File: config.mk
export PLATFORM = sky130hd
export DESIGN_NAME = mdu_seq_ctrl_flat
export DESIGN_NICKNAME = d
export VERILOG_FILES = /design/src/rtl/mdu_seq_ctrl_if.sv /design/src/rtl/mdu_seq_ctrl.sv /design/src/flat_wrapper.sv
export SDC_FILE = /design/constraint.sdc
export NUM_CORES = 1
export LEC_CHECK = 0
export BUFFER_PORTS_ARGS = -buffer_cell sky130_fd_sc_hd__buf_4
export CAP_MARGIN = 40
export CORE_ASPECT_RATIO = 1.4
export CORE_MARGIN = 2
export CORE_UTILIZATION = 35
export CTS_CLUSTER_DIAMETER = 200
export DETAILED_ROUTE_END_ITERATION = 12
export PLACE_DENSITY = 0.59
export SLEW_MARGIN = 20
export SYNTH_ARGS = -nofsm -noshare
export SYNTH_HDL_FRONTEND = slang
export SYNTH_SLANG_ARGS = --single-unit
File: constraint.sdc
create_clock -name i_clk -period 2.3 [get_ports i_clk]
set_input_delay 0.46 -clock i_clk [delete_from_list [all_inputs] [get_ports i_clk]]
set_output_delay 0.46 -clock i_clk [all_outputs]
set_load 0.02 [all_outputs]
File: src/rtl/mdu_seq_ctrl_if.sv
// Request/response and shared-adder signals of the iterative multiply/divide sequencer.
// The slave side is the sequencer; the master side is the pipeline plus the shared adder.
interface mdu_seq_ctrl_if #(
   parameter int WIDTH = 32
);
   logic             i_start;
   logic [1:0]       i_op;
   logic [WIDTH-1:0] i_rs1;
   logic [WIDTH-1:0] i_rs2;
   logic             o_ready;
   logic             o_valid;
   logic [WIDTH-1:0] o_result;
   logic [WIDTH-1:0] o_add_a;
   logic [WIDTH-1:0] o_add_b;
   logic             o_add_cin;
   logic [WIDTH-1:0] i_add_result;
   logic             i_add_cout;

   modport slave (
      input  i_start, i_op, i_rs1, i_rs2, i_add_result, i_add_cout,
      output o_ready, o_valid, o_result, o_add_a, o_add_b, o_add_cin
   );

   modport master (
      output i_start, i_op, i_rs1, i_rs2, i_add_result, i_add_cout,
      input  o_ready, o_valid, o_result, o_add_a, o_add_b, o_add_cin
   );
endinterface

File: src/rtl/mdu_seq_ctrl.sv
// Unsigned MUL/MULHU/DIVU/REMU sequencer: 32 iterations on the shared ALU adder,
// shift-add for multiply, restoring subtract for divide.
module mdu_seq_ctrl #(
   parameter int WIDTH = 32
) (
   input  logic                i_clk,
   input  logic                i_reset,
   mdu_seq_ctrl_if.slave       bus
);
   localparam int CNT_W = $clog2(WIDTH);
   localparam logic [CNT_W-1:0] CNT_LAST = CNT_W'(WIDTH - 1);

   typedef enum logic [1:0] {
      IDLE = 2'd0,
      CALC = 2'd1,
      DONE = 2'd2
   } state_t;

   state_t           state;
   logic [1:0]       op_reg;
   logic [WIDTH-1:0] acc;
   logic [WIDTH-1:0] q;
   logic [WIDTH-1:0] b_reg;
   logic [CNT_W-1:0] cnt;
   logic             valid_reg;
   logic [WIDTH-1:0] result_reg;

   logic [WIDTH-1:0] add_a;
   logic [WIDTH-1:0] add_b;
   logic             add_cin;
   logic [WIDTH-1:0] p;
   logic             take;
   logic [WIDTH-1:0] acc_nxt;
   logic [WIDTH-1:0] q_nxt;

   // NOTE: every always_comb output gets a default first so no path leaves it unassigned (no latch).
   always_comb begin
      add_a   = '0;
      add_b   = '0;
      add_cin = 1'b0;
      take    = 1'b0;
      p       = {acc[WIDTH-2:0], q[WIDTH-1]};
      acc_nxt = acc;
      q_nxt   = q;
      if (state == CALC) begin
         add_b = b_reg;
         if (!op_reg[1]) begin
            add_a = acc;
            if (q[0])
               {acc_nxt, q_nxt} = {bus.i_add_cout, bus.i_add_result, q[WIDTH-1:1]};
            else
               {acc_nxt, q_nxt} = {1'b0, acc, q[WIDTH-1:1]};
         end else begin
            // ACC's top bit set means P overflowed WIDTH bits, so the subtract always fits.
            add_a   = p;
            add_cin = 1'b1;
            take    = acc[WIDTH-1] | bus.i_add_cout;
            acc_nxt = take ? bus.i_add_result : p;
            q_nxt   = {q[WIDTH-2:0], take};
         end
      end
   end

   assign bus.o_add_a   = add_a;
   assign bus.o_add_b   = add_b;
   assign bus.o_add_cin = add_cin;
   assign bus.o_ready   = (state == IDLE);
   assign bus.o_valid   = valid_reg;
   assign bus.o_result  = result_reg;

   // NOTE: sequential state uses non-blocking assignments only, so every register sees pre-edge values.
   always_ff @(posedge i_clk) begin
      if (i_reset) begin
         // NOTE: the datapath registers are plain flops, not memory, so they are cleared with the FSM.
         state      <= IDLE;
         op_reg     <= '0;
         acc        <= '0;
         q          <= '0;
         b_reg      <= '0;
         cnt        <= '0;
         valid_reg  <= 1'b0;
         result_reg <= '0;
      end else begin
         valid_reg <= 1'b0;
         unique case (state)
            IDLE: begin
               if (bus.i_start) begin
                  op_reg <= bus.i_op;
                  b_reg  <= bus.i_rs2;
                  q      <= bus.i_rs1;
                  acc    <= '0;
                  cnt    <= '0;
                  state  <= CALC;
               end
            end
            CALC: begin
               acc <= acc_nxt;
               q   <= q_nxt;
               cnt <= cnt + 1'b1;
               if (cnt == CNT_LAST) begin
                  // op[0] picks the high half (MULHU/REMU = ACC) versus the low half (MUL/DIVU = Q).
                  result_reg <= op_reg[0] ? acc_nxt : q_nxt;
                  valid_reg  <= 1'b1;
                  state      <= DONE;
               end
            end
            DONE: state <= IDLE;
            default: state <= IDLE;
         endcase
      end
   end
endmodule

File: src/flat_wrapper.sv
// flat-port wrapper written by rule: the top's interface ports become plain ports
module mdu_seq_ctrl_flat 
#(
   parameter int WIDTH = 32
)
  (i_clk, i_reset, bus_i_start, bus_i_op, bus_i_rs1, bus_i_rs2, bus_i_add_result, bus_i_add_cout, bus_o_ready, bus_o_valid, bus_o_result, bus_o_add_a, bus_o_add_b, bus_o_add_cin);
  mdu_seq_ctrl_if #(.WIDTH(WIDTH)) bus_i ();
  input  logic i_clk;
  input  logic i_reset;
  input wire logic [$bits(bus_i.i_start)-1:0] bus_i_start;
  input wire logic [$bits(bus_i.i_op)-1:0] bus_i_op;
  input wire logic [$bits(bus_i.i_rs1)-1:0] bus_i_rs1;
  input wire logic [$bits(bus_i.i_rs2)-1:0] bus_i_rs2;
  input wire logic [$bits(bus_i.i_add_result)-1:0] bus_i_add_result;
  input wire logic [$bits(bus_i.i_add_cout)-1:0] bus_i_add_cout;
  output wire logic [$bits(bus_i.o_ready)-1:0] bus_o_ready;
  output wire logic [$bits(bus_i.o_valid)-1:0] bus_o_valid;
  output wire logic [$bits(bus_i.o_result)-1:0] bus_o_result;
  output wire logic [$bits(bus_i.o_add_a)-1:0] bus_o_add_a;
  output wire logic [$bits(bus_i.o_add_b)-1:0] bus_o_add_b;
  output wire logic [$bits(bus_i.o_add_cin)-1:0] bus_o_add_cin;
  assign bus_i.i_start = bus_i_start;
  assign bus_i.i_op = bus_i_op;
  assign bus_i.i_rs1 = bus_i_rs1;
  assign bus_i.i_rs2 = bus_i_rs2;
  assign bus_i.i_add_result = bus_i_add_result;
  assign bus_i.i_add_cout = bus_i_add_cout;
  assign bus_o_ready = bus_i.o_ready;
  assign bus_o_valid = bus_i.o_valid;
  assign bus_o_result = bus_i.o_result;
  assign bus_o_add_a = bus_i.o_add_a;
  assign bus_o_add_b = bus_i.o_add_b;
  assign bus_o_add_cin = bus_i.o_add_cin;
  mdu_seq_ctrl #(.WIDTH(WIDTH)) u_core (.i_clk(i_clk), .i_reset(i_reset), .bus(bus_i));
endmodule
# Yosys cells after proc, flatten, opt, wreduce, memory -nomap -nowiden
# Cells that the tools add are included.
# word_totals
regBits	138
input_bits	102
out_inout_bits	99
wordCells	43
# op_classes
add_sub_neg	1
eq_ne	4
muxes	21
bitwise	2
n_reduce_logical	7
# ops
operator	count
$mux W32	11
$pmux W32 S2	2
$pmux W5 S2	1
$reduce_and A2 Y1	4
$add A5 B1 Y5 const B	1
$eq A5 B5 Y1 const B	1
$mux W5	1
$mux W2	2
$ne A2 B2 Y1 const B	2
$pmux W2 S2	1
$mux W1	3
$eq A2 B1 Y1 const B	1
$logic_not A2 Y1	1
$reduce_bool A2 Y1	1
$reduce_or A2 Y1	1
$not A1 Y1	1
$or A1 B1 Y1	1

# Depth between registers and ports, before layout
# Gate-level depths: netlist of run 1.
# depth
ltp_word	4
depth_mapped	7
mapped_depth_nobuf	7

# Least setup slack after synthesis of run 1
# No wires, ideal clock.
# synth_timing
kind	flip-flop to output port
start	register u_core.op_reg[1]
end	output bus_o_add_a[10]
t_arrival_ps	1371
t_required_ps	1840
path_slack_ps	469
path_stages_with_launch	7
n_path_buf	4
cell_sequence	dfxtp_1 buf_2 buf_2 buf_2 buf_4 mux2i_1 nor2_1
# synth_via
elab_chain_len	2
# synth_rtl
item	line	source
start: declaration	mdu_seq_ctrl.sv:20	logic [1:0] op_reg;
start signal: assignment	mdu_seq_ctrl.sv:88	op_reg <= bus.i_op;
$mux W32	mdu_seq_ctrl.sv:47	if (!op_reg[1]) begin
$mux W32	mdu_seq_ctrl.sv:45	if (state == CALC) begin
end: declaration	flat_wrapper.sv:19	output wire logic [$bits(bus_i.o_add_a)-1:0] bus_o_add_a;
# No other way between the ends.

# Worst setup path after layout of run 1
# layout_timing
start	register u_core.op_reg[1]
end	output bus_o_add_a[4]
# The elaborated chain is that of the path after synthesis.

==> results by stage, run 1 <==
Setup path:
- The largest driver fanout on the critical path is 18.
- The critical path launch point type is a flip-flop.
- STA puts the critical path data required time at 1.84 ns.
- STA classifies the critical path endpoint as an output pin.
- The arrival time of the worst setup path is 1.73 ns.
- The kind of critical path is reg2out.

Power:
- The sum of internal, switching and leakage power is 6.14 mW.
- The leakage power figure is 3.98 nW.
- The total power divided by cell area is 619 nW/um^2.
- VDD sags by at most 0.000482 V.

Logic synthesis:
- For this run, the leading register cell type out of synthesis is sky130_fd_sc_hd__dfxtp_1.
- Counting flops with a built-in enable in the synthesized netlist gives 0.
- The fraction of registers with async set/reset is 0%.
- When the netlist entered floorplanning its net count stood at 995.
- During synthesis, Yosys emitted a total of 0 warnings.
- The count of cell types in the netlist is 43.
- The average cell area after synthesis is 8.50 um^2.
- The cell area after synthesis is 7570 um^2.
- The synthesized instance count is 891.
- The count of state elements after synthesis is 138.
- Sequential elements use 36.5% of the synthesized area.

Layout:
- The fraction of final layout cells with drive strength greater than 1 is 30.9%.
- In the layout the commonest cells are 225 x sky130_fd_sc_hd__buf_4, 133 x sky130_fd_sc_hd__dfxtp_1, 131 x sky130_fd_sc_hd__nand2_1, 74 x sky130_fd_sc_hd__a21oi_1, 65 x sky130_fd_sc_hd__nand3_1.
- The number of antenna diodes is 0.
- For this run, the share of the core covered by cells in the final layout is 46.8%.
- The fill cell instance count of the final layout is 2122.
- The sequential cell area in the final layout is 2770 um^2.
- The multi-input combinational cell area is 4400 um^2.
- The library cell used most frequently in the layout, excluding fill and tap cells, is sky130_fd_sc_hd__buf_4.
- The finished layout cell area is 9920 um^2.
- For this run, the post-layout net count is 1159.
- Compared with the post-synthesis result, the final layout area differs by 30.9%.

Routing:
- The number of DRC markers in iteration 0 is 384.
- The first detailed-routing pass took 5 iterations.
- The routed design has 25.0 mm of wire.
- In the routed layout, each cell is associated on average with a via count of 5.59.
- After detailed routing, the average wire length per cell comes to 18.9 um.
- The via count is 7401.
- In the routed design, unresolved DRC markers number 0.
- The count of nets left with antenna violations once routing finished came out at 0.

Timing:
- The actual transition at the worst max-transition pin is 0.592 ns.
- The worst pin sits at a relative slew slack of 60.5%.
- Of the available clock period, the critical path in the final layout requires 95.2%.
- The total of endpoints with negative setup slack in the final report is 0.
- The highest achievable clock rate is 0.457 GHz.
- The clock skew is 0.00585 ns.
- Setup repair after global routing left no endpoint under its margin.
- The total negative slack is 0 ns.
- The max-slew violation count came to 0.
- The minimum clock period is 2.19 ns.
- After layout, the worst setup slack is 0.111 ns.
- The number of hold violations in the final report is 0.

Worst hold path:
- The worst hold path class is in2reg.

Run status:
- The run finished with clean final reports.

Clock network:
- The clock passes through at most 2 buffers.
- The total clock sinks is 138.
- TritonCTS built the clock tree.
- For this design, the CTS-stage hold fixing added 0 buffers.
- After clock tree synthesis, the clock-pin slew on the worst setup and hold paths is 0.05 ns.
- The total number of H-tree levels is 4.
- The number of buffers created by CTS is 17.
- The buffer cell driving the clock tree root is sky130_fd_sc_hd__clkbuf_16.
- The clock reaches the later pin of the worst-skew pair after 0.41 ns.

Die:
- The horizontal die dimension is 128 um.
- The floorplan row count is 63.
- Pin placement for this block handled 201 I/O pins.
- The area of the placeable core is 21200 um^2.
- The starting density of the core is 35.7%.
- The height of the chip is 178 um.
- The total die area is 22900 um^2.

Global routing:
- The global-route wire length before repair is 39.3 mm.
- For this run, the total global-route usage over all layers was measured as 21.8%.
- Global routing consumed, on the met3 layer, 5.37% of the routing resources.
- The number of antenna violations at the first check in global routing is 0.
- For this run the aggregate overflow at the end of global routing stands at 0.
- The met2 routing resource usage after global routing is 38.1%.
- Global routing used 25.7% of the available met1 tracks.
- Entering global routing, the biggest net connects 67 pins.
- After global routing, the most crowded layer is met2.
- The number of global-route vias before repair is 7405.

Placement:
- The placed wire-length estimate is 17.2 mm.
- The post-placement setup slack is 0.406 ns.
- During placement, the flow inserted port buffers numbering 200.
- Routability-driven placement finished with a final weighted congestion of 0.858.
- The instance area after placement is 9360 um^2.

Run:
- The number of maximum-capacitance constraint violations is 0.
## metrics by stage
| step | cells | hold WS (ns) |
|---|---|---|
| final | 1324 | 0.289 |
| after global routing | 1324 | 0.272 |
| after CTS | 1323 | 0.269 |
| after detailed placement | 1294 | 0.443 |
| after global placement | 1294 | 0.440 |
| after floorplan | 891 | 0.432 |
## logic make-up after synthesis
family	synth area share, %
adders and majority gates	0.330
AOI/OAI and AO/OA	23.5
and+or+nand+nor	20.8
DFF	36.5
muxes	13.1
buffers and inverters	5.80
## critical path: stages (launching register included)
cell and delay (ns):
sky130_fd_sc_hd__dfxtp_4 0.51, sky130_fd_sc_hd__buf_4 0.33, sky130_fd_sc_hd__mux2i_1 0.25, sky130_fd_sc_hd__nor2_1 0.06, sky130_fd_sc_hd__buf_4 0.16
## report_power, final
group / switching (mW) / internal (mW) / total (mW) / leakage [nW]
Clock: 0.972 / 1.49 / 2.46 / 0.261
Combinational: 0.586 / 0.493 / 1.08 / 2.59
Sequential: 0.107 / 2.49 / 2.60 / 1.13
## cells in the mapped netlist (all sizes together), types with 2 or more instances
master   number  area (um^2)
o211ai        2         15.0
inv           4         15.0
clkbuf       38          143
nor3b         2         20.0
a22oi        32          240
nor2         37          139
nand3        65          325
nand2       131          492
nor2b         3         18.8
nand2b        5         31.3
a211oi        4         35.0
a2bb2oi      28          245
dfxtp       138         2760
a32o         62          621
a211o         3         26.3
ha            2         25.0
or3b         34          298
mux2i        62          621
and2         34          213
buf          52          282
mux2         33          372
a21oi        75          375
o21ai        33          165
## per-layer routing
metal	wire [um]	vias to the layer above
met1	10300	3553
met2	12600	217
met3	1520	32
li1	-	3599
met5	0	-
met4	538	0
## final cells by class
cell class,instances,area share [%]
clock buffers,25,5.10
well taps,260,3.28
clock inverters,3,0.151
multi-input cells,659,44.4
repair buffers,235,19.0
flip-flops and latches,138,27.9
inverters,4,0.151
## timing repair
item | CTS | global route
resized for setup | 0 | 2
endpoints found under the setup margin | 22 | 12
setup buffers | 1 | 1
## final timing paths
path,depth (start not counted),slack (ns),from,endpoint
hold / removal,3,0.29,bus_i_op[1],u_core.op_reg[1]$_SDFFE_PP0P_
hold reg to reg,2,0.45,u_core.b_reg[3]$_SDFFE_PP0P_,u_core.b_reg[3]$_SDFFE_PP0P_
setup reg to reg,7,0.45,u_core.cnt[0]$_SDFFE_PP0P_,u_core.bus.o_result[16]$_SDFFE_PP0P_
setup / recovery,4,0.11,u_core.op_reg[1]$_SDFFE_PP0P_,bus_o_add_a[4]
Power figures use the tool's default switching activity.
==> run 2: changes to the inputs <==
CELL_PAD_IN_SITES_DETAIL_PLACEMENT = 1   (was default)
CELL_PAD_IN_SITES_GLOBAL_PLACEMENT = 2   (was default)
CORE_UTILIZATION = 31   (was 35)
PLACE_DENSITY = 0.83   (was 0.59)
==> run 2 against run 1 <==
  * Clock-buffer cell count fell by 1
  * Core utilization fell by 5.0 points
  * Non-clock buffer count rose by 1
  * Global-route usage fell by 0.76 points
  * Final cell count rose by 4.1%
  * Sequential power barely moved
  * Maximum frequency rose by 0.45%
  * Largest cell class unchanged
==> results by stage, run 2 (same netlist as run 1, synthesis figures left out) <==
Setup path:
- The setup slack on the worst flop-to-flop path is 0.33 ns (was 0.45 ns).
- The worst setup path startpoint is u_core.state[1]$_SDFFE_PP0P_ (was u_core.op_reg[1]$_SDFFE_PP0P_).
- The largest stage delay on the critical path is 0.54 ns (was 0.51 ns).
- The combined buffer and inverter count along the critical path is 2 (unchanged).
- Sequence of cells on the critical path: nand2b_2, buf_6, nor2_1, buf_4 (was buf_4, mux2i_1, nor2_1, buf_4).
- The number of stages on the worst setup path is 4 (unchanged).
- The worst endpoint required time is 1.84 ns (about the same).
- The capturing element type of the critical path is an output pin (unchanged).
- The arrival time of the worst setup path came to 1.72 ns (was 1.73 ns).
- The critical path launch point type is a flip-flop (unchanged).
- The endpoint of the worst setup timing path is bus_o_add_a[28] (was bus_o_add_a[4]).
- The launch instance of the worst register-to-register path is u_core.state[1]$_SDFFE_PP0P_ (was u_core.cnt[0]$_SDFFE_PP0P_).
- The largest driver fanout on the critical path is 23 (was 18).
- The worst-path cell with the longest stage delay is sky130_fd_sc_hd__dfxtp_1 (was sky130_fd_sc_hd__dfxtp_4).
- The endpoint of the most critical register-to-register path is u_core.acc[20]$_SDFFE_PP0P_ (was u_core.bus.o_result[16]$_SDFFE_PP0P_).
- The kind of cell adding the most delay to the critical path is flip-flops (unchanged).
- The kind of critical path was reg2out (unchanged).
- The depth of the most critical reg-to-reg path is 4 (was 7).

Placement:
- The final weighted congestion in routability-driven placement is 0.810 (was 0.858).
- The quantity of I/O buffers inserted on ports is 200 (unchanged).
- The placed wire-length estimate came to 19.3 mm (was 17.2 mm).
- The post-placement setup slack is 0.303 ns (was 0.406 ns).

Timing:
- The total of endpoints with negative setup slack in the final report came to 0 (unchanged).
- The minimum clock period came to 2.18 ns (was 2.19 ns).
- The total negative slack is 0 ns (unchanged).
- The highest achievable clock rate is 0.459 GHz (was 0.457 GHz).
- The clock skew was 0.00892 ns (was 0.00585 ns).
- The final cycle utilization of the critical path is 94.8% (was 95.2%).
- The setup slack after layout is 0.121 ns (was 0.111 ns).
- RSZ-0062 raised after global routing: false (unchanged).
- The actual transition at the worst max-transition pin is 0.804 ns (was 0.592 ns).
- The number of hold violations in the final report is 0 (unchanged).
- The relative max-transition margin is 46.3% (was 60.5%).
- The max-slew violation count is 0 (unchanged).

Layout:
- The fraction of final layout cells with drive strength greater than 1 came to 31.3% (was 30.9%).
- The signed area change from the synthesized netlist to the final layout came to 32.4% (was 30.9%).
- The commonest non-fill, non-tap cell in the layout is sky130_fd_sc_hd__buf_4 (unchanged).
- Top library cells by usage in the layout, fill and taps aside: 228 x sky130_fd_sc_hd__buf_4, 134 x sky130_fd_sc_hd__dfxtp_1, 131 x sky130_fd_sc_hd__nand2_1, 74 x sky130_fd_sc_hd__a21oi_1, 65 x sky130_fd_sc_hd__nand3_1 (was 225 x sky130_fd_sc_hd__buf_4, 133 x sky130_fd_sc_hd__dfxtp_1, 131 x sky130_fd_sc_hd__nand2_1, 74 x sky130_fd_sc_hd__a21oi_1, 65 x sky130_fd_sc_hd__nand3_1).
- The fill cell instance count of the final layout is 2865 (was 2122).
- The number of antenna diodes is 0 (unchanged).
- The layout net count is 1160 (was 1159).

Power:
- The register share of total power came to 40.3% (was 42.3%).
- The proportion of power drawn by combinational gates is 16.8% (was 17.6%).
- The total power divided by cell area is 645 nW/um^2 (was 619 nW/um^2).
- The proportion of power drawn by the clock network is 42.9% (was 40.1%).
- The internal power is 4.71 mW (was 4.48 mW).
- The leakage power figure is 4.00 nW (was 3.98 nW).
- The net switching power is 1.75 mW (was 1.67 mW).
- The worst IR drop on VDD is 0.000520 V (was 0.000482 V).
- The fraction of power spent switching nets is 27.1% (about the same).

Clock network:
- The maximum root-to-sink buffer count was 2 (unchanged).
- The clock transition at the registers of the reported paths is 0.06 ns (was 0.05 ns).
- The number of buffers created by CTS is 17 (unchanged).
- The total number of H-tree levels is 4 (unchanged).
- The clock network latency to the later pin of the worst-skew pair came to 0.42 ns (was 0.41 ns).
- The buffer cell driving the clock tree root is sky130_fd_sc_hd__clkbuf_16 (unchanged).
- The number of hold-repair buffers added at the cts stage was 0 (unchanged).
- The total clock sinks was 138 (unchanged).
- The clock tree from TritonCTS is built (unchanged).

Run status:
- Run status: completed (unchanged).

Worst hold path:
- The worst hold path class is in2reg (unchanged).
- The worst hold path depth is 3 (unchanged).
- The start point of the worst min-delay path is bus_i_rs2[11] (was bus_i_op[1]).

Die:
- The area of the placeable core came to 24000 um^2 (was 21200 um^2).
- The height of the chip is 189 um (was 178 um).
- The floorplan row count is 67 (was 63).
- The total die area came to 25700 um^2 (was 22900 um^2).
- The top-level I/O count was 201 (unchanged).
- The horizontal die dimension is 136 um (was 128 um).
- The starting density of the core came to 31.6% (was 35.7%).

Routing:
- The via count is 7472 (was 7401).
- The per-cell via count in the routed design was 5.42 (was 5.59).
- The DRC violation count after routing is 0 (unchanged).
- The length of the first detailed-routing pass in iterations is 4 (was 5).
- The number of DRC markers in iteration 0 is 308 (was 384).
- The overall routed net length was 27.1 mm (was 25.0 mm).
- The detailed-route wire length per cell is 19.7 um (was 18.9 um).
- The remaining antenna violation count is 0 (unchanged).

Global routing:
- The remaining global-route overflow came to 0 (unchanged).
- The global-route total usage across every layer is 21.0% (was 21.8%).
- The largest net degree at the start of global routing is 68 (was 67).
- The met2 routing resource usage after global routing was 36.8% (was 38.1%).
- The layer carrying the most global-route usage is met2 (unchanged).
- The met1 global-route usage is 24.6% (was 25.7%).
- The number of antenna violations at the first check in global routing is 0 (unchanged).
- The number of global-route vias before repair was 7752 (was 7405).
- The global-route wire length before repair was 42.2 mm (was 39.3 mm).
- The global-route track usage on met3 is 5.03% (was 5.37%).

Run:
- The number of maximum-capacitance constraint violations is 0 (unchanged).
==> run 2: cell types whose count changed in the layout (fill, tap and decap cells not counted), moves of 2 or more <==
cell	delta
sky130_fd_sc_hd__buf_12	-3
sky130_fd_sc_hd__buf_4	+3
sky130_fd_sc_hd__bufinv_16	+2
sky130_fd_sc_hd__clkinvlp_4	+2
==> run 2: worst min-delay path by stage <==
stage,endpoint,slack [ns]
6_report,u_core.b_reg[11]$_SDFFE_PP0P_,0.29
5_1_grt,u_core.b_reg[11]$_SDFFE_PP0P_,0.27
4_1_cts,u_core.b_reg[11]$_SDFFE_PP0P_,0.26
3_5_place_dp,u_core.b_reg[29]$_SDFFE_PP0P_,0.44
3_3_place_gp,u_core.b_reg[6]$_SDFFE_PP0P_,0.44
2_1_floorplan,u_core.b_reg[0]$_SDFFE_PP0P_,0.43
==> run 2: worst register-to-register path, cell delays in order, from the launching register on <==
cell and delay, ns:
sky130_fd_sc_hd__dfxtp_1 0.41, sky130_fd_sc_hd__nand2b_2 0.30, sky130_fd_sc_hd__nor2_2 0.64, sky130_fd_sc_hd__buf_4 0.36, sky130_fd_sc_hd__a32o_1 0.21
==> run 2: power groups by stage <==
stage               Clock, mW  Sequential, mW  Combinational (mW)
finish                   2.77            2.60                1.09
global route             2.94            2.62                1.19
CTS                      2.84            2.60                1.09
detailed placement          0            2.66                1.08
global placement            0            2.65                1.07
floorplan                   0            2.59               0.698
==> run 2: area by class of cell <==
class,instances,area [um^2],area share [%]
sequential,138,2770,27.6
clock buffer,24,502,5.00
multi-input combinational,659,4410,44.0
timing repair buffer,236,1850,18.5
clock inverter,7,90.1,0.899
inverter,4,15.0,0.150
tap,310,388,3.87
==> run 2: timing repair <==
item                       CTS  global route
buffers inserted             0             1
resized for setup            1             2
setup endpoints to repair   23            60
gates cloned                 0             0
==> run 2: metrics by stage <==
| step | power (mW) | hold slack [ns] | cells | cell area (um^2) | utilization [%] |
|---|---|---|---|---|---|
| CTS | 6.53 | 0.264 | 1377 | 10000 | 41.8 |
| floorplan | 3.29 | 0.432 | 891 | 7570 | - |
| detailed placement | 3.74 | 0.444 | 1346 | 9420 | 39.3 |
| global placement | 3.72 | 0.437 | 1346 | 9420 | 39.3 |
| finish | 6.46 | 0.286 | 1378 | 10000 | 41.8 |
| global route | 6.74 | 0.268 | 1378 | 10000 | 41.8 |
==> run 2: metal layers <==
metal	wire length [um]	share of wire, %	vias to the layer above
met2	13900	51	191
met4	718	2.6	0
met3	1660	6.1	35
met5	0	0	-
met1	10900	40	3644
li1	-	-	3602
==> run 3: changes to the inputs <==
ABC_AREA = 1   (was default)
CORE_UTILIZATION = 27   (was 31)
PLACE_DENSITY = 0.81   (was 0.83)
==> run 3 against run 2 <==
  * Cell area down 2.4%
  * Combinational power up 12%
  * Area after synthesis is 3.0% lower
  * Power grew 3.7%
  * Clock skew shrank 0.00059 ns
  * Clock power up 5%
  * Hold slack improved by 0.028 ns
  * Wire length up 7.2%
  * Final cell count grew 23%
  * Critical path type unchanged
  * Largest power group unchanged
  * Highest routed layer unchanged
==> results by stage, run 3 <==
Run status:
- Run status: completed (unchanged).

Setup path:
- The worst endpoint required time is 1.84 ns (about the same).
- The arrival time of the worst setup path is 1.72 ns (about the same).
- Sequence of cells on the critical path: buf_6, nor2_1, a211oi_2, buf_4 (was nand2b_2, buf_6, nor2_1, buf_4).
- The kind of cell adding the most delay to the critical path is buffers and inverters (was flip-flops).
- The worst-path cell with the longest stage delay is sky130_fd_sc_hd__dfxtp_2 (was sky130_fd_sc_hd__dfxtp_1).
- The kind of critical path is reg2out (unchanged).
- The capturing element type of the critical path is an output pin (unchanged).
- The largest driver fanout on the critical path is 35 (was 23).
- The combined buffer and inverter count along the critical path is 2 (unchanged).
- The largest stage delay on the critical path is 0.36 ns (was 0.54 ns).
- The critical path launch point type is a flip-flop (unchanged).

Logic synthesis:
- The dominant cell by count in the synthesized netlist was sky130_fd_sc_hd__nand2_1 (was sky130_fd_sc_hd__dfxtp_1).
- The proportion of netlist area held by the largest area contributor was 37.6% (was 36.5%).
- The flip-flop cell with the highest count after synthesis is sky130_fd_sc_hd__dfxtp_1 (unchanged).
- The yosys synthesis warning count is 0 (unchanged).
- The post-synth net total is 1266 (was 995).
- The count of cell types in the netlist came to 21 (was 43).
- The register area share after synthesis is 37.6% (was 36.5%).
- The average cell area after synthesis is 6.32 um^2 (was 8.50 um^2).
- The number of enable flip-flop cells after synthesis was 0 (unchanged).
- The count of state elements after synthesis was 138 (unchanged).
- The dominant cell type by area after synthesis is sky130_fd_sc_hd__dfxtp_1 (unchanged).
- Most instantiated cells after synthesis: 302 x sky130_fd_sc_hd__nand2_1, 200 x sky130_fd_sc_hd__a21oi_1, 138 x sky130_fd_sc_hd__dfxtp_1 (was 138 x sky130_fd_sc_hd__dfxtp_1, 131 x sky130_fd_sc_hd__nand2_1, 75 x sky130_fd_sc_hd__a21oi_1).
- The cell area after synthesis was 7350 um^2 (was 7570 um^2).
- Top cells by area in the synthesized netlist: sky130_fd_sc_hd__dfxtp_1 38%, sky130_fd_sc_hd__nand2_1 15%, sky130_fd_sc_hd__a21oi_1 14%, sky130_fd_sc_hd__o21ai_0 8.9%, sky130_fd_sc_hd__nand3_1 7.8% (was sky130_fd_sc_hd__dfxtp_1 36%, sky130_fd_sc_hd__a32o_1 8.2%, sky130_fd_sc_hd__mux2i_1 8.2%, sky130_fd_sc_hd__nand2_1 6.5%, sky130_fd_sc_hd__a21oi_1 5.0%).
- The fraction of registers with async set/reset is 0% (unchanged).
- The synthesized instance count came to 1162 (was 891).

Timing:
- RSZ-0062 raised after global routing: false (unchanged).
- The max-slew violation count is 0 (unchanged).
- The number of hold violations in the final report was 0 (unchanged).
- The relative max-transition margin is 52.8% (was 46.3%).
- The highest achievable clock rate is 0.459 GHz (about the same).
- The actual transition at the worst max-transition pin is 0.708 ns (was 0.804 ns).
- The setup slack after layout is 0.122 ns (was 0.121 ns).
- The final cycle utilization of the critical path was 94.7% (was 94.8%).
- The total negative slack is 0 ns (unchanged).
- The total of endpoints with negative setup slack in the final report is 0 (unchanged).
- The clock skew is 0.00833 ns (was 0.00892 ns).
- The minimum clock period is 2.18 ns (about the same).

Global routing:
- The global-route wire length before repair is 44.8 mm (was 42.2 mm).
- The number of global-route vias before repair is 8152 (was 7752).
- The remaining global-route overflow came to 0 (unchanged).
- The number of antenna violations at the first check in global routing is 1 (was 0).
- The global-route total usage across every layer was 20.2% (was 21.0%).
- The largest net degree at the start of global routing is 70 (was 68).

Clock network:
- The number of buffers created by CTS was 17 (unchanged).
- The clock transition at the registers of the reported paths is 0.06 ns (about the same).
- The clock tree from TritonCTS is built (unchanged).
- The total number of H-tree levels came to 4 (unchanged).
- The maximum root-to-sink buffer count is 2 (unchanged).
- The buffer cell driving the clock tree root is sky130_fd_sc_hd__clkbuf_16 (unchanged).
- The clock network latency to the later pin of the worst-skew pair is 0.43 ns (was 0.42 ns).
- The total clock sinks came to 138 (unchanged).

Placement:
- The placed wire-length estimate is 20.2 mm (was 19.3 mm).
- The final weighted congestion in routability-driven placement was 0.832 (was 0.810).
- The quantity of I/O buffers inserted on ports is 200 (unchanged).
- The post-placement setup slack is 0.400 ns (was 0.303 ns).

Routing:
- The detailed-route wire length per cell is 17.1 um (was 19.7 um).
- The length of the first detailed-routing pass in iterations is 5 (was 4).
- The overall routed net length is 29.1 mm (was 27.1 mm).
- The per-cell via count in the routed design came to 4.83 (was 5.42).
- The number of DRC markers in iteration 0 is 450 (was 308).
- The remaining antenna violation count came to 0 (unchanged).
- The via count was 8190 (was 7472).
- The DRC violation count after routing came to 0 (unchanged).

Die:
- The height of the chip was 199 um (was 189 um).
- The area of the placeable core is 26800 um^2 (was 24000 um^2).
- The horizontal die dimension is 143 um (was 136 um).
- The total die area is 28600 um^2 (was 25700 um^2).
- The floorplan row count is 71 (was 67).
- The starting density of the core is 27.4% (was 31.6%).
- The top-level I/O count came to 201 (unchanged).

Layout:
- The layout net count came to 1421 (was 1160).
- The sequential cell area in the final layout is 2770 um^2 (about the same).
- The multi-input combinational cell area was 3760 um^2 (was 4410 um^2).
- Top library cells by usage in the layout, fill and taps aside: 301 x sky130_fd_sc_hd__nand2_1, 223 x sky130_fd_sc_hd__buf_4, 200 x sky130_fd_sc_hd__a21oi_1, 136 x sky130_fd_sc_hd__dfxtp_1, 131 x sky130_fd_sc_hd__o21ai_0 (was 228 x sky130_fd_sc_hd__buf_4, 134 x sky130_fd_sc_hd__dfxtp_1, 131 x sky130_fd_sc_hd__nand2_1, 74 x sky130_fd_sc_hd__a21oi_1, 65 x sky130_fd_sc_hd__nand3_1).
- The fill cell instance count of the final layout is 3467 (was 2865).
- The signed area change from the synthesized netlist to the final layout is 33.2% (was 32.4%).
- The fraction of final layout cells with drive strength greater than 1 is 20.2% (was 31.3%).
- The commonest non-fill, non-tap cell in the layout was sky130_fd_sc_hd__nand2_1 (was sky130_fd_sc_hd__buf_4).

Power:
- The total power divided by cell area is 685 nW/um^2 (was 645 nW/um^2).
- The sum of internal, switching and leakage power is 6.70 mW (was 6.46 mW).
- The worst IR drop on VDD was 0.000432 V (was 0.000520 V).
- The leakage power figure is 4.28 nW (was 4.00 nW).

Worst hold path:
- The worst hold path class is in2reg (unchanged).

Run:
- The number of maximum-capacitance constraint violations came to 0 (unchanged).
## run 3: repair_timing
action / CTS / global route
setup buffers: 0 / 0
gates resized for setup: 2 / 2
hold buffers: 0 / 0
gates cloned: 0 / 0
endpoints found under the setup margin: 17 / 5
## run 3: routing by layer
layer	share of wire, %	up-vias	global-route usage (%)
met3	3.9	30	2.83
li1	-	4118	-
met4	2.0	0	7.01
met5	0	-	0
met2	49	191	34.1
met1	45	3851	26.2
## run 3: cell type report
type	instances	share of cell area [%]
timing repair buffer	229	18.2
clock inverter	7	1.15
inverter	108	4.19
clock buffer	25	5.06
antenna	1	0.0256
multi-input combinational	823	38.4
tap	365	4.67
sequential	138	28.3
## run 3: report_power, final
group | leakage (nW) | internal (mW) | switching, mW | total, mW
sequential | 1.13 | 2.51 | 0.0741 | 2.58
clock | 0.297 | 1.82 | 1.09 | 2.91
combinational | 2.86 | 0.435 | 0.781 | 1.22
## run 3: worst paths after layout
kind / to / slack, ns / cells after the start / start
worst max-delay path: bus_o_add_a[16] / 0.12 / 4 / u_core.op_reg[1]$_SDFFE_PP0P_
worst max register to register: u_core.bus.o_result[2]$_SDFFE_PP0P_ / 0.42 / 10 / u_core.cnt[0]$_SDFFE_PP0P_
worst min-delay path: u_core.q[26]$_SDFFE_PP0P_ / 0.31 / 5 / bus_i_rs1[26]
worst min register to register: u_core.b_reg[9]$_SDFFE_PP0P_ / 0.45 / 2 / u_core.b_reg[9]$_SDFFE_PP0P_
## run 3: cell families after synthesis
kind of cell,Yosys count,share of synthesized area [%]
and+or+nand+nor,472,26.2
AOI/OAI and AO/OA,349,24.3
buffers and inverters,201,11.5
DFF,138,37.6
adders and majority gates,2,0.341
## run 3: worst register-to-register path, stage by stage (launching register included)
cell and delay [ns]:
sky130_fd_sc_hd__dfxtp_1 0.38, sky130_fd_sc_hd__ha_1 0.19, sky130_fd_sc_hd__inv_1 0.06, sky130_fd_sc_hd__nor3_1 0.13, sky130_fd_sc_hd__ha_1 0.16, sky130_fd_sc_hd__inv_1 0.07
sky130_fd_sc_hd__nor2_4 0.11, sky130_fd_sc_hd__inv_1 0.11, sky130_fd_sc_hd__buf_12 0.18, sky130_fd_sc_hd__a21oi_1 0.27, sky130_fd_sc_hd__a21oi_1 0.10
## run 3: metrics by stage
| stage | area, um^2 | utilization (%) | hold slack [ns] | instances |
|---|---|---|---|---|
| finish | 9780 | 36.5 | 0.314 | 1696 |
| global route | 9780 | 36.5 | 0.326 | 1696 |
| CTS | 9780 | 36.4 | 0.298 | 1695 |
| detailed placement | 9160 | 34.1 | 0.445 | 1663 |
| global placement | 9160 | 34.1 | 0.437 | 1663 |
| floorplan | 7350 | - | 0.429 | 1162 |
